==> src/rtl/decoder_pkg.sv <==
// Shared types and helpers for the registered 2:4 (W:2^W) hold decoder.
package decoder_pkg;

  typedef enum logic {
    IDLE   = 1'b0,
    ACTIVE = 1'b1
  } state_e;

  // Widest code the helpers support; callers narrow the result to their own N.
  localparam int MAX_W = 8;
  localparam int MAX_N = 1 << MAX_W;

  // Hold counter must reach HOLD-1; a HOLD of 1 or 2 still needs one bit.
  function automatic int cnt_width(input int hold);
    return ($clog2(hold) < 1) ? 1 : $clog2(hold);
  endfunction

  function automatic logic [MAX_N-1:0] onehot(input int unsigned code);
    return MAX_N'(1) << code;
  endfunction

endpackage

==> src/rtl/decoder2_4_hold_prio_encoder.sv <==
// Highest-set-bit N-to-W encoder used by the consistency checker.
// Only compiled when DECODER_CHECK_EN is defined.
`ifdef DECODER_CHECK_EN
module prio_encoder #(
  parameter int W = 2
) (
  input  logic [(1<<W)-1:0] in,
  output logic [W-1:0]      out
);

  localparam int N = 1 << W;

  // Later (higher) bits overwrite earlier ones, so the top set bit wins.
  always_comb begin
    out = '0;
    for (int k = 0; k < N; k++) begin
      if (in[k]) out = W'(k);
    end
  end

endmodule
`endif

==> src/rtl/decoder2_4_hold.sv <==
// Registered binary-to-one-hot decoder; each code is held on o for HOLD cycles.
// Optional re-encode consistency checker enabled by DECODER_CHECK_EN.
module decoder2_4_hold
  import decoder_pkg::*;
#(
  parameter int W    = 2,
  parameter int HOLD = 3
) (
  input  logic              clk,
  input  logic              rst_n,
  input  logic [W-1:0]      i,
  input  logic              i_valid,
  output logic              i_ready,
  input  logic              clr,
  output logic [(1<<W)-1:0] o,
  output logic              o_valid,
  output logic              err
);

  localparam int N  = 1 << W;
  localparam int CW = cnt_width(HOLD);
  localparam logic [CW-1:0] CNT_RELOAD = CW'(HOLD - 1);

  state_e         state_q, state_d;
  logic [CW-1:0]  cnt_q, cnt_d;
  logic [W-1:0]   code_q, code_d;
  logic [N-1:0]   o_q, o_d;
  logic           o_valid_q, o_valid_d;

  always_comb begin
    state_d   = state_q;
    cnt_d     = cnt_q;
    code_d    = code_q;
    o_d       = o_q;
    o_valid_d = o_valid_q;
    i_ready   = 1'b0;

    if (clr) begin
      state_d   = IDLE;
      cnt_d     = '0;
      o_d       = '0;
      o_valid_d = 1'b0;
    end else begin
      case (state_q)
        IDLE: begin
          i_ready = 1'b1;
          if (i_valid) begin
            state_d   = ACTIVE;
            cnt_d     = CNT_RELOAD;
            code_d    = i;
            o_d       = N'(onehot(32'(i)));
            o_valid_d = 1'b1;
          end
        end
        ACTIVE: begin
          if (cnt_q == '0) begin
            i_ready = 1'b1;
            // Reload straight from the last hold cycle so codes stream gap-free.
            if (i_valid) begin
              cnt_d     = CNT_RELOAD;
              code_d    = i;
              o_d       = N'(onehot(32'(i)));
              o_valid_d = 1'b1;
            end else begin
              state_d   = IDLE;
              o_d       = '0;
              o_valid_d = 1'b0;
            end
          end else begin
            cnt_d = cnt_q - CW'(1);
          end
        end
        default: state_d = IDLE;
      endcase
    end
  end

  always_ff @(posedge clk or negedge rst_n) begin
    if (!rst_n) begin
      state_q   <= IDLE;
      cnt_q     <= '0;
      code_q    <= '0;
      o_q       <= '0;
      o_valid_q <= 1'b0;
    end else begin
      state_q   <= state_d;
      cnt_q     <= cnt_d;
      code_q    <= code_d;
      o_q       <= o_d;
      o_valid_q <= o_valid_d;
    end
  end

  assign o       = o_q;
  assign o_valid = o_valid_q;

`ifdef DECODER_CHECK_EN
  logic [W-1:0] enc;
  logic         is_onehot;
  logic         err_q, err_d;

  prio_encoder #(.W(W)) u_prio_encoder (
    .in  (o_q),
    .out (enc)
  );

  assign is_onehot = (o_q != '0) && ((o_q & (o_q - N'(1))) == '0);

  always_comb begin
    err_d = err_q;
    if (o_valid_q && (!is_onehot || (enc != code_q))) err_d = 1'b1;
  end

  always_ff @(posedge clk or negedge rst_n) begin
    if (!rst_n) err_q <= 1'b0;
    else        err_q <= err_d;
  end

  assign err = err_q;
`else
  assign err = 1'b0;
`endif

endmodule

==> config.mk <==
export PLATFORM = sky130hd
export DESIGN_NAME = decoder2_4_hold
export DESIGN_NICKNAME = d
export VERILOG_FILES = /design/src/rtl/decoder_pkg.sv /design/src/rtl/decoder2_4_hold_prio_encoder.sv /design/src/rtl/decoder2_4_hold.sv
export SDC_FILE = /design/constraint.sdc
export NUM_CORES = 1
export LEC_CHECK = 0
export ABC_AREA = 0
export BUFFER_PORTS_ARGS = -buffer_cell sky130_fd_sc_hd__buf_2
export CAP_MARGIN = 20
export CORE_AREA = 3 3 40 42
export DETAILED_ROUTE_END_ITERATION = 6
export DIE_AREA = 0 0 43 45
export GPL_TIMING_DRIVEN = 0
export HOLD_SLACK_MARGIN = 0.1
export SYNTH_ARGS = -nofsm -noshare
export SYNTH_HDL_FRONTEND = slang
export SYNTH_SLANG_ARGS = --single-unit
==> constraint.sdc <==
create_clock -name clk -period 1.5 [get_ports clk]
set_input_delay 0.075 -clock clk [delete_from_list [all_inputs] [get_ports clk]]
set_output_delay 0.075 -clock clk [all_outputs]
set_load 0.03 [all_outputs]
==> results.cfg <==
[synth]
postSynthCellCount = 33
synth_area_leaders = dfrtp_1 54%, a32o_2 6.0%, nor2_1 6.0%
ys_seq_area_share_pct = 53.51
ys_types = 17
syn_nets = 39
netlist_area_um2 = 374.1
yosysTopAreaCell = dfrtp_1
synth_area_per_cell_um2 = 11.34
synth_top_cell_area_share_pct = 53.51
ys_warn_count = 0
ys_ff_latch = 8

[finish]
finish.utilization_pct = 38.95
final_area_um2 = 500.5
antennaDiodeCount = 0
final_cells = 65
final_nets = 58
syn2layout_area_growth_pct = 33.78
layout-drive-gt1-share_pct = 44.00
fill_cells = 132

[clock_tree]
clkLatencyLatePin_ns = 0.26
ctsRootBufferMaster = clkbuf_4
cts.path.max_buffers = 2
clk_pin_slew_ns = 0.06
h-tree-depth = 1
clock_sinks = 8
cts_tree = yes
postCtsSetupBuffers = 0
numCtsBuffers = 3

[power]
vdd_drop_max_mv = 0.5327
p_comb_share_pct = 17.5
p_leak_nw = 0.2631
switchingPower_uw = 137.3
clockPowerShare_pct = 34.2
p_sw_share_pct = 27.96
seqPwrFrac_pct = 48.2
power.density_nw_per_um2 = 980.8
p_total_uw = 490.8
internal-power_uw = 353.6

[sta]
hold_violations = 0
worst_slack_ns = 0.2173
fin_skew_ns = 0.007376
whs_ns = 0.1217
setup_tns_ns = 0
finalSetupViolations = 0
period_share_pct = 85.51
period_needed_ns = 1.283
fmax_ghz = 0.7796
rsz0062_at_grt = false
slew_violations = 0

[critical_path]
cp-start-kind = flop
crit_fanout = 5
worstPathRequired_ns = 1.42
crit_path_end_kind = primary output
worstSetupPathType = reg2out
cp.arrival_ns = 1.21

[global_route]
grt_overflow = 0
antenna_found_initial = 0
track_usage_pct = 9.580
grt_first_pass_wirelength_um = 1338
grt_max_degree = 9
grt_pass1_vias = 310

[die]
die_w_um = 43
die_h_um = 45
placementRows = 13
core-area_um2 = 1285
floorplan.initialDensity_pct = 29.11
ios = 13
die_area_um2 = 1935

[detailed_routing]
firstDrtPassIters = 4
routedWlPerCell_um = 11.35
wl_met1_um = 341
route.met3.wl_um = 30
highest_layer = met4
vias_per_cell = 4.831
via_count = 314
drt_iter0_markers = 2
drc = 0
route.met2.wl_um = 353
ant_nets = 0
wirelength_um = 738

[placement]
place_hpwl_um = 564.9
pre_cts_slack_ns = 0.3393
dp_cells = 59
io_buffers = 11
place_area_um2 = 447.9
place_congestion = 0.6665

[flow_run]
max-cap-violations = 0

[min_path]
hold_path_class = in2reg

[outcome]
status = complete, no violations
critical path, stage by stage, from the launching register on:
cell     delay (ns)
dfrtp_1        0.41
o21a_2         0.26
nor2_1         0.08
buf_2          0.20
cell usage after synthesis:
cell,instances
a211oi_2,1
a21o_1,1
a21oi_1,2
a22o_1,2
a32o_2,2
buf_4,1
conb_1,1
dfrtp_1,8
inv_1,1
nand2_1,2
nand2b_1,1
nand3b_1,1
nor2_1,6
nor2b_2,1
nor3b_2,1
nor4b_2,1
o21a_2,1
logic make-up after synthesis:
logic type	count (synthesis)	synth area share, %
AOI/OAI and AO/OA	9	21.07
buffers and inverters	2	3.010
DFF	8	53.51
other	1	1.002
and+or+nand+nor	13	21.41
power by group through the flow:
stage / registers [mW] / clock network [mW] / logic [mW]
after global placement: 0.240 / 0 / 0.0802
after detailed placement: 0.240 / 0 / 0.0812
final: 0.237 / 0.168 / 0.0860
after CTS: 0.237 / 0.174 / 0.0872
after floorplan: 0.253 / 0 / 0.0379
after global routing: 0.239 / 0.178 / 0.0947
layout by cell type, fill, tap and decap left out:
| master | n |
|---|---|
| a21oi_1 | 2 |
| nor4b_2 | 1 |
| nand2_1 | 2 |
| dlygate4sd3_1 | 3 |
| a21o_1 | 1 |
| nor3b_2 | 1 |
| clkbuf_4 | 3 |
| o21a_2 | 1 |
| a32o_2 | 2 |
| nand3b_1 | 1 |
| inv_1 | 1 |
| nor2_1 | 6 |
| buf_2 | 11 |
| a22o_1 | 2 |
| nand2b_1 | 1 |
| a211oi_2 | 1 |
| buf_4 | 1 |
| nor2b_2 | 1 |
| dfrtp_1 | 8 |
| conb_1 | 1 |
sequential cells by signal, indices dropped and copies added (netlist names):
register / count
o: 4
state_q: 1
o_valid: 1
cnt_q: 2
area by class of cell:
cell class	count	area [um2]	share of cell area [%]
Multi-Input combinational cell	23	162.7	32.50
Tap cell	15	18.77	3.750
Buffer	1	7.507	1.500
Sequential cell	8	200.2	40.00
Inverter	1	3.754	0.7500
Timing Repair Buffer	14	85.08	17.00
Clock buffer	3	22.52	4.500
path summary, 6_finish.rpt:
check,start,to,slack [ns],depth (start not counted)
max,cnt_q[0]$_DFF_PN0_,i_ready,0.22,3
min reg2reg,o_valid$_DFFE_PN0P_,o_valid$_DFFE_PN0P_,0.47,1
min,i_valid,state_q$_DFF_PN0_,0.12,3
min in group asynchronous,rst_n,state_q$_DFF_PN0_,0.18,2
max in group asynchronous,rst_n,o[1]$_DFFE_PN0P_,1.15,2
max reg2reg,cnt_q[0]$_DFF_PN0_,o[2]$_DFFE_PN0P_,0.32,3
layer usage:
layer / track usage [%] / vias to the layer above
met5: 0 / -
li1: - / 153
met3: 3.586 / 2
met4: 8.434 / 0
met2: 14.67 / 11
met1: 10.40 / 148
timing repair:
action                                 CTS  global route
endpoints found under the hold margin   11             0
hold buffers                             3             0
resized for setup                        0             0
setup endpoints to repair                0             0
No activity file was read; power rests on OpenSTA's default activity.
